===== src/rtl/superscalar_fetch_queue_pkg.sv =====
`default_nettype none
// ============================================================================
//  Module      : superscalar_fetch_queue_pkg
//  Description : Shared types for the superscalar fetch queue. One queue
//                entry holds a fetched instruction word and its PC.
//  Contents    : c_XLEN     - architectural word width
//                fq_entry_t - packed {instr, pc} queue entry
//  Revision    : 1.0 - initial release
// ============================================================================
package superscalar_fetch_queue_pkg;

  localparam int unsigned c_XLEN = 32;

  typedef struct packed {
    logic [c_XLEN-1:0] instr;
    logic [c_XLEN-1:0] pc;
  } fq_entry_t;

endpackage
`default_nettype wire


===== src/rtl/superscalar_fetch_queue.sv =====
`default_nettype none
// ============================================================================
//  Module      : superscalar_fetch_queue
//  Description : Circular instruction buffer between fetch and decode.
//                Accepts up to PUSH_W entries and releases up to POP_W
//                entries per cycle; a flush (branch redirect) empties it.
//                The oldest POP_W entries are always presented in order.
//  Ports       : clk, rst             - clock, async active-high reset
//                flush                - discard all entries (wins over push/pop)
//                push_cnt/_instr/_pc  - fetch lanes, lane 0 oldest
//                push_ready           - room for a full PUSH_W push
//                pop_cnt              - head entries consumed (clamped)
//                out_valid/_instr/_pc - head+j view for decode
//                count, empty         - occupancy
//  Revision    : 1.0 - initial release
// ============================================================================
module superscalar_fetch_queue
  import superscalar_fetch_queue_pkg::*;
#(
  parameter int DEPTH  = 8,
  parameter int PUSH_W = 2,
  parameter int POP_W  = 2,
  parameter int CNT_W  = $clog2(DEPTH + 1)
) (
  input  logic                         clk,
  input  logic                         rst,
  input  logic                         flush,
  input  logic [$clog2(PUSH_W+1)-1:0]  push_cnt,
  input  logic [PUSH_W*32-1:0]         push_instr,
  input  logic [PUSH_W*32-1:0]         push_pc,
  output logic                         push_ready,
  input  logic [$clog2(POP_W+1)-1:0]   pop_cnt,
  output logic [POP_W-1:0]             out_valid,
  output logic [POP_W*32-1:0]          out_instr,
  output logic [POP_W*32-1:0]          out_pc,
  output logic [CNT_W-1:0]             count,
  output logic                         empty
);

  localparam int              c_PTR_W     = $clog2(DEPTH);
  localparam logic [CNT_W-1:0] c_DEPTH_CNT = CNT_W'(DEPTH);
  localparam logic [CNT_W-1:0] c_PUSH_CNT  = CNT_W'(PUSH_W);

  // DEPTH is a power of two, so truncation is the modulo.
  function automatic logic [c_PTR_W-1:0] wrap_add(input logic [c_PTR_W-1:0] ptr,
                                                  input int unsigned        k);
    wrap_add = c_PTR_W'(32'(ptr) + k);
  endfunction

  logic [c_PTR_W-1:0] head_q, head_d;
  logic [c_PTR_W-1:0] tail_q, tail_d;
  logic [CNT_W-1:0]   count_q, count_d;
  fq_entry_t          mem_q [DEPTH];
  fq_entry_t          mem_d [DEPTH];

  logic               w_push_accept;
  logic [CNT_W-1:0]   w_push_amt;
  logic [CNT_W-1:0]   w_pop_req;
  logic [CNT_W-1:0]   w_pop_eff;

  // Only registered occupancy feeds push_ready: same-cycle pops are not
  // credited, keeping pop_cnt off the fetch handshake path.
  assign push_ready    = (c_DEPTH_CNT - count_q) >= c_PUSH_CNT;
  assign w_push_accept = (push_cnt != '0) && push_ready && !flush;
  assign w_push_amt    = w_push_accept ? CNT_W'(push_cnt) : '0;
  assign w_pop_req     = CNT_W'(pop_cnt);
  // Over-popping is clamped to the occupancy rather than flagged.
  assign w_pop_eff     = (w_pop_req > count_q) ? count_q : w_pop_req;

  assign count = count_q;
  assign empty = (count_q == '0);

  always_comb begin
    head_d  = wrap_add(head_q, 32'(w_pop_eff));
    tail_d  = wrap_add(tail_q, 32'(w_push_amt));
    count_d = count_q + w_push_amt - w_pop_eff;
    if (flush) begin
      head_d  = '0;
      tail_d  = '0;
      count_d = '0;
    end
  end

  always_comb begin
    mem_d = mem_q;
    if (w_push_accept) begin
      for (int i = 0; i < PUSH_W; i++) begin
        if (i < int'(push_cnt)) begin
          mem_d[wrap_add(tail_q, unsigned'(i))] = '{instr: push_instr[32*i +: 32],
                                                    pc:    push_pc[32*i +: 32]};
        end
      end
    end
  end

  always_ff @(posedge clk or posedge rst) begin
    if (rst) begin
      head_q  <= '0;
      tail_q  <= '0;
      count_q <= '0;
    end else begin
      head_q  <= head_d;
      tail_q  <= tail_d;
      count_q <= count_d;
    end
  end

  // Storage needs no reset; validity is carried entirely by count_q.
  always_ff @(posedge clk) begin
    mem_q <= mem_d;
  end

  generate
    for (genvar j = 0; j < POP_W; j++) begin : g_out_lane
      assign out_valid[j]         = CNT_W'(j) < count_q;
      assign out_instr[32*j +: 32] = mem_q[wrap_add(head_q, j)].instr;
      assign out_pc[32*j +: 32]    = mem_q[wrap_add(head_q, j)].pc;
    end
  endgenerate

`ifndef SYNTHESIS
  a_count_bound: assert property (@(posedge clk) disable iff (rst) count_q <= c_DEPTH_CNT);
`endif

endmodule
`default_nettype wire


===== config.mk =====
export PLATFORM = sky130hd
export DESIGN_NAME = superscalar_fetch_queue
export DESIGN_NICKNAME = d
export VERILOG_FILES = /design/src/rtl/superscalar_fetch_queue_pkg.sv /design/src/rtl/superscalar_fetch_queue.sv
export SDC_FILE = /design/constraint.sdc
export NUM_CORES = 2
export LEC_CHECK = 0
export CORE_UTILIZATION = 47
export CTS_BUF_LIST = sky130_fd_sc_hd__clkbuf_4
export DETAILED_ROUTE_END_ITERATION = 12
export PLACE_DENSITY = 0.72
export SYNTH_ARGS = -nofsm -noshare
export SYNTH_HDL_FRONTEND = slang
export SYNTH_SLANG_ARGS = --single-unit

===== constraint.sdc =====
create_clock -name clk -period 65.3 [get_ports clk]
set_clock_uncertainty 0.05 [all_clocks]
set_input_delay 19.59 -clock clk [delete_from_list [all_inputs] [get_ports clk]]
set_output_delay 19.59 -clock clk [all_outputs]
set_load 0.01 [all_outputs]

# Word level (Yosys, flattened, before mapping)
# Index checks and enable logic that the tools add are counted.
# op_classes
n_addsub,7
magnitude_cmp,12
n_mux,20
n_bitwise,4
n_reduce_logical,7
# op_table
operator,n
512-bit 2-to-1 mux,3
512-bit bitwise mux,2
64-bit binary-select mux with 3-bit select,2
64-bit demux with 3-bit select,2
64-bit 2-to-1 mux,6
"4-bit greater-or-equal comparator, second input constant",4
3-bit inverter with 4-bit output,4
"1-bit by 4-bit < comparator with 1-bit output, first input constant",2
"4-bit by 1-bit < comparator with 1-bit output, second input constant",2
4-bit 2-to-1 mux,2
"3-bit by 1-bit adder with 3-bit output, second input constant",2
3-bit 2-to-1 mux,2
4-bit by 2-bit adder with 4-bit output,1
"4-bit by 2-bit greater-or-equal comparator with 1-bit output, second input constant",1
2-bit by 4-bit > comparator with 1-bit output,1
1-bit logical AND,4
4-bit logical NOT,1
"1-bit by 2-bit < comparator with 1-bit output, first input constant",2
4-bit subtractor,1
"4-bit subtractor, first input constant",1
3-bit by 2-bit adder with 3-bit output,1
3-bit adder,1
2-bit 2-to-1 mux,1
2-bit nonzero test,1
1-bit logical NOT,1
# totals
register_bits,522
inputBits,135
out_inout_bits,136
elab_cells,69

# Longest topological paths before layout
# logic_depth
word_depth,10
depth_mapped,12
mapped_depth_nobuf,12

# Worst setup path after synthesis
# Ideal clock, no wire load.
# synth_path
path_type,input to register
startpoint,input flush
endpoint,register mem_q[0] in the netlist's numbering (enable)
t_arrival_ps,54191
t_required_ps,63231
path_slack_ps,9040
path_stages,2
cell_sequence,clkbuf_1 nor3_1
# synth_via
elab_chain_cells,2
# synth_lines
element,line,text
from (decl),superscalar_fetch_queue.sv:27,"input logic flush,"
1-bit logical NOT,superscalar_fetch_queue.sv:64,assign w_push_accept = (push_cnt != '0) && push_ready && !flush;
1-bit logical AND,superscalar_fetch_queue.sv:64,
to (signal assigned),superscalar_fetch_queue.sv:110,mem_q <= mem_d;
to (decl),superscalar_fetch_queue.sv:53,fq_entry_t mem_q [DEPTH];
# No other way between the ends.
# A chain may end at the register's enable or synchronous reset.

# Worst setup path in the final report
# layout_path
startpoint,register head_q[0]
endpoint,output out_instr[42]
# layout_via
elab_chain_cells,5
# layout_lines
element,line,text
from (decl),superscalar_fetch_queue.sv:50,"logic [c_PTR_W-1:0] head_q, head_d;"
from (signal assigned),superscalar_fetch_queue.sv:98,head_q <= '0;
from (signal assigned),superscalar_fetch_queue.sv:102,head_q <= head_d;
3-bit by 1-bit adder with 3-bit output,superscalar_fetch_queue.sv:47,wrap_add = c_PTR_W'(32'(ptr) + k);
3-bit inverter with 4-bit output (not written as such),superscalar_fetch_queue.sv:116,"assign out_instr[32*j +: 32] = mem_q[wrap_add(head_q, j)].instr;"
64-bit binary-select mux with 3-bit select,superscalar_fetch_queue.sv:116,
64-bit 2-to-1 mux,n/a,
64-bit 2-to-1 mux (not written as such),superscalar_fetch_queue.sv:116,
to (decl),superscalar_fetch_queue.sv:34,"output logic [POP_W*32-1:0] out_instr,"
# No other way between the ends. The select of a mux whose other input is x is not followed.

==> impl_metrics.ini <==
[finish]
sequential_cell_area_um2 = 15600
layout.cells.most_common = nand2_1
synthToLayoutAreaGrowth_pct = 11.2
fillers = 7014
area_of_combinational_cells_with_multiple_inputs_um2 = 20100
layoutNonFillerInstCount = 4901
share_of_post_route_cells_with_drive_strength_above_1_pct = 18.6
layout_common_cells = nand2_1 (517), nor3_1 (512), a31oi_1 (512), edfxtp_1 (512), o21ai_0 (423)
final_net_count = 3886

[critical_path]
start_kind = register
reg2reg_setup_slack_ns = 59.72
endpoint_kind = output port
critPathBufInv = 3
path_max_fanout = 47
cp_top_family = buffers and inverters
critical-path-max-stage-delay_ns = 0.92
critical_path.slowest_cell = dfrtp_4
critPathArrivalTime_ns = 6.04
critical_path.cell_chain = ha_4, buf_4, buf_4, mux4_2, mux2_2, clkdlybuf4s50_1
cp_data_required_time_ns = 45.66
path_class = reg -> out
path_common_cell = buf_4

[clock_tree]
numCtsBuffers = 152
htreeDepth = 4
post_cts_buffers = 0
max-clock-path-buffers = 3
cts.hold.buffers_added = 0
postCtsResizedCells = 0
cts_root_buffer = clkbuf_4
source_to_sink_clock_delay_at_the_later_pin_of_the_worst_skew_pair_ns = 0.96
cts_tree = yes
cts_clk_pin_slew_worst_paths_ns = 0.06
tritoncts_num_sinks = 522

[yosys]
synth_top_flop_cell = edfxtp_1
synth_cell_types = 46
ys_warn_count = 0
synth_enable_flop_cells = 512
synth_sequential_area_ratio_pct = 41.2
syn-instance-count = 3769
netlist_area_um2 = 37900
yosys_register_bits = 522
synth_top_family_by_area = multiplexers
synth_fa_ha_area_share_pct = 0.654
postSynthAreaPerCell_um2 = 10.1
synth_mux_area_share_pct = 19.1
synthesis.nets = 3922
ys_async_sr_fraction_pct = 1.92
synthXorXnorAreaFrac_pct = 0.225
synthSimpleGateAreaFrac_pct = 17.8
synth-compound-area-share_pct = 14.6

[power]
power_density_nw_per_um2 = 53.2
p_total_w = 0.00224
power_leakage_nw = 13.2
worst_ir_drop_vdd_uv = 37.2

[grt]
grt_start_max_net_pins = 183
globalRoute.totalOverflow = 0
grt_total_usage_pct = 34.0
wire_length_of_the_first_global_routing_pass_mm = 214
first_global_vias = 34400
antenna_violations_before_repair = 8

[route]
drt-wirelength-per-cell_um = 29.0
drc = 0
route.antenna.remaining_nets = 0
vias = 35700
drt_wl_total_mm = 142
vias_per_cell = 7.28
drtIter0Drc = 5849
drt_pre_antenna_iters = 6

[sta]
report.final.hold_viol_count = 0
worst_pin_slew_ns = 1.26
maxSlewViolCount = 0
rsz0062_at_grt = false
period_share_pct = 39.3
fin_hold_ws_ns = 0.634
clock.fmax_ghz = 0.0389
relative_slew_slack_pct = 16.0
final-setup-viol-count = 0
finalCriticalPeriod_ns = 25.68
fin_tns_setup_ns = 0

[place]
buffer_ports.inserted = 270
gp_congestion = 0.819
detailed_place_hpwl_mm = 73.2
place.detailed.instances = 4629

[outcome]
status = completed

[die]
top_level_ports = 271
floorplan.die.height_um = 286
core-area_um2 = 79400
die_area_um2 = 81700
fp-row-count = 103
start_util_pct = 47.7
die_w_um = 286

[min_path]
worst_hold_path_type = reg -> reg

[flow_run]
drv.max_cap_violation_count = 0
-- through the flow --
step	instance area, µm²	util, %	setup slack [ns]
floorplan	37900	-	9.04
global placement	40300	50.7	40.58
detailed placement	40300	50.7	40.51
CTS	42100	53.1	39.44
global route	42100	53.1	39.12
finish	42100	53.1	39.62
-- final cells by class --
| class | instances | share of cell area (%) |
|---|---|---|
| antenna | 10 | 0.0594 |
| clock buffer | 224 | 3.99 |
| clock inverter | 38 | 0.427 |
| inverter | 15 | 0.134 |
| multi-input combinational | 2710 | 47.6 |
| sequential | 522 | 37.1 |
| tap | 1050 | 3.12 |
| timing repair buffer | 332 | 7.55 |
-- Yosys cell counts, types with 26 or more instances --
library cell,count,share of area [%]
a31oi_1,512,8.5
o21ai_0,423,5.6
nand4_1,64,1.1
and3b_1,128,3.0
buf_1,40,0.40
clkbuf_1,322,3.2
nor3b_1,66,1.3
mux4_2,256,15
edfxtp_1,512,41
o21ai_1,26,0.34
nor3_1,513,6.8
nand2_1,520,5.2
buf_2,127,1.7
mux2_2,130,3.9
-- worst min-delay path, cell delays in order, from the launching register on --
cell,delay (ns)
edfxtp_1,0.39
nand2_1,0.06
a31oi_1,0.12
-- routing by layer --
| metal | GRT usage [%] | vias up | part of all wire [%] |
|---|---|---|---|
| li1 | - | 14700 | - |
| met5 | 0 | - | 0.021 |
| met2 | 51.5 | 3378 | 46 |
| met3 | 9.23 | 570 | 15 |
| met1 | 44.9 | 17000 | 35 |
| met4 | 17.1 | 4 | 4.8 |
-- path summary, 6_finish.rpt --
| check | start | endpoint | cells past startpoint |
|---|---|---|---|
| hold / removal | mem_q[63] | mem_q[63] | 2 |
| setup / recovery | head_q[0] | out_instr[42] | 6 |
| setup reg to reg | tail_q[1] | mem_q[488] | 7 |
| min in group asynchronous | rst | count[1] | 2 |
| max in group asynchronous | rst | head_q[2] | 2 |
| hold reg to reg | mem_q[63] | mem_q[63] | 2 |
-- sequential cells by signal, summed over array words and instances, names as in the netlist --
register  cells
mem_q       512
count         4
head_q        3
tail_q        3
-- report_power, final --
group	internal [W]	switching, W
Combinational	0.000600	0.000665
Sequential	0.000556	0.000107
Clock	0.000160	0.000154
Total	0.00132	0.000926
-- cells by family after synthesis --
family | count (synthesis)
and+or+nand+nor | 1325
adders and majority gates | 18
muxes | 388
AOI/OAI and AO/OA | 971
xor gates and xnor gates | 8
DFF | 522
buffers and inverters | 537
(Power assumes the default switching activity.)
==> RTL edit: new RTL, same settings <==
Change the parameter `PUSH_W` from 2 to 1.
--- a/src/rtl/superscalar_fetch_queue.sv
+++ b/src/rtl/superscalar_fetch_queue.sv
@@ -19,5 +19,5 @@
 #(
   parameter int DEPTH  = 8,
-  parameter int PUSH_W = 2,
+  parameter int PUSH_W = 1,
   parameter int POP_W  = 2,
   parameter int CNT_W  = $clog2(DEPTH + 1)
Ports: changed (resized push_cnt, push_instr and push_pc); port bits go from 271 to 206. The function was not compared with the original's and may differ.
==> RTL edit against the original RTL <==
  * Sequential cell count unchanged
  * Power decreased by 45%
  * Cell area decreased by 33%
  * Worst hold slack got worse by 39 ps
  * First-iteration DRC count decreased by 88%
  * Setup slack improved by 570 ps
  * Area after synthesis decreased by 37%
  * Routed wire length decreased by 64%
  * Critical endpoint is now out_pc[61]
  * Largest power group unchanged
==> RTL edit: results (changes against the original RTL) <==
largest net degree at the start of global routing: 65 (-64%)
Peak VDD IR: 34.6 µV (-7.0%)
wirelength, routed: 51.7 mm (-64%)
Worst Hold End: tail_q[0]$_DFF_PP0_
Post-synth EDFFs: 512 (unchanged)
CTS root buffer: clkbuf_4
worst reg2reg setup slack: 62,220 ps (+2500 ps)
clk buf depth: 3 (unchanged)
CP arrival: 5480 ps (-560 ps)
register area share after synthesis: 65.7% (+24 points)
crit-path max FO: 62 (+32%)
H-tree depth: 4 (unchanged)
postcts setup bufs: 0 (unchanged)
initial antenna violation count: 5 (-3)
port buffer count: 205 (-24%)
Largest Register: mem_q
hpwl dp: 29.2 mm (-60%)
vias in the first global route: 13,500 (-61%)
fill cell count: 3,818 (-46%)
hold slack: 595 ps (-38.8 ps)
reg2reg start: count[1]$_DFF_PP0_
LEAKAGE: 0.00882 µW (-33%)
outcome: completed
Worst Tran Pin Value: 1000 ps (-258 ps)
Post-synth ARST share: 1.92% (unchanged)
Worst Hold Launch: tail_q[0]$_DFF_PP0_
Hold Crit Depth: 2 (unchanged)
Num CTS Buffers: 132 (-13%)
Worst Setup SP: head_q[0]$_DFF_PP0_
layout cells sized above 1: 43.5% (+25 points)
Distinct cells, synth: 29 (-37%)
Placed Area: 26,500 µm² (-34%)
Pint: 854 µW (-35%)
DR iter-0 viols: 722 (-88%)
total number of vias: 12,200 (-66%)
reg2reg path depth: 10 (+3)
GRT Total Usage: 20.7% (-13 points)
Placer Congestion: 0.745 (-9.1%)
router iterations before antenna repair: 4 (-2)
Hold WC Path Type: reg2reg
Critical Path End: out_pc[61]
clock latency on the worst-skew pair: 820 ps (-140 ps)
max reg flops: 512 (unchanged)
synth cell count leaders: edfxtp_1 (512), mux4_2 (256), mux2_2 (131)
nets@finish: 1,428 (-63%)
RR Endpoint: count[3]$_DFF_PP0_
synth warn: 0 (unchanged)
clk slew on worst S/H paths: 60 ps (about the same)
global-route wire length before repair: 77.6 mm (-64%)
top post-synthesis cells by area: edfxtp_1 (65%), mux4_2 (24%), mux2_2 (6.2%)
syn_nets: 1,134 (-71%)
PostCTS Resize Cnt: 0 (unchanged)
[RTL edit: cell count changes after synthesis, moves of 128 or more]
cell	unedited run	this run
a31oi_1	512	0
and3b_1	128	0
clkbuf_1	322	9
nand2_1	520	6
nor3_1	513	2
o21ai_0	423	0
[RTL edit: cell families after synthesis]
group | count (synthesis) | share of synthesized area [%]
flops | 522 | 65.7
xor+xnor | 5 | 0.216
fa+ha+maj | 14 | 0.800
compound gates | 4 | 0.121
mux | 388 | 30.5
simple gates | 35 | 0.737
buf+inv | 82 | 1.93
[RTL edit: cell type report]
cell class              count  area [µm²]  area share [%]
flip-flops and latches    522       15600            55.7
multi-input cells         446        7770            27.7
repair buffers            231        2250            8.01
clock buffers             179        1340            4.79
well taps                 672         841            3.00
clock inverters            36         170           0.606
inverters                  11        41.3           0.147
diodes                      2        5.00          0.0178
[RTL edit: per-stage QoR]
stage | cells | setup slack [ps]
2_1_floorplan | 1050 | 40400
3_3_place_gp | 1882 | 41000
3_5_place_dp | 1882 | 40920
4_1_cts | 2097 | 39990
5_1_grt | 2098 | 39690
6_report | 2099 | 40180
[RTL edit: layer usage]
layer | GRT usage (%) | vias to the layer above | wire, µm
li1 | - | 5248 | -
met2 | 34.9 | 338 | 26700
met1 | 26.4 | 6493 | 20900
met3 | 4.36 | 98 | 2710
met4 | 8.31 | 6 | 1320
met5 | 0 | - | 39
[RTL edit: critical path, stage by stage (launching register included)]
cell and delay, ps:
dfrtp_4 660, buf_4 850, buf_4 860, buf_4 770, mux4_2 590, mux2_2 280
clkdlybuf4s50_1 480
[RTL edit: power by group through the flow]
stage | sequential [µW] | combinational [µW] | clock (µW)
floorplan | 390 | 388 | 0
global placement | 402 | 600 | 0
detailed placement | 403 | 604 | 0
CTS | 395 | 608 | 261
global route | 397 | 635 | 276
finish | 395 | 596 | 252
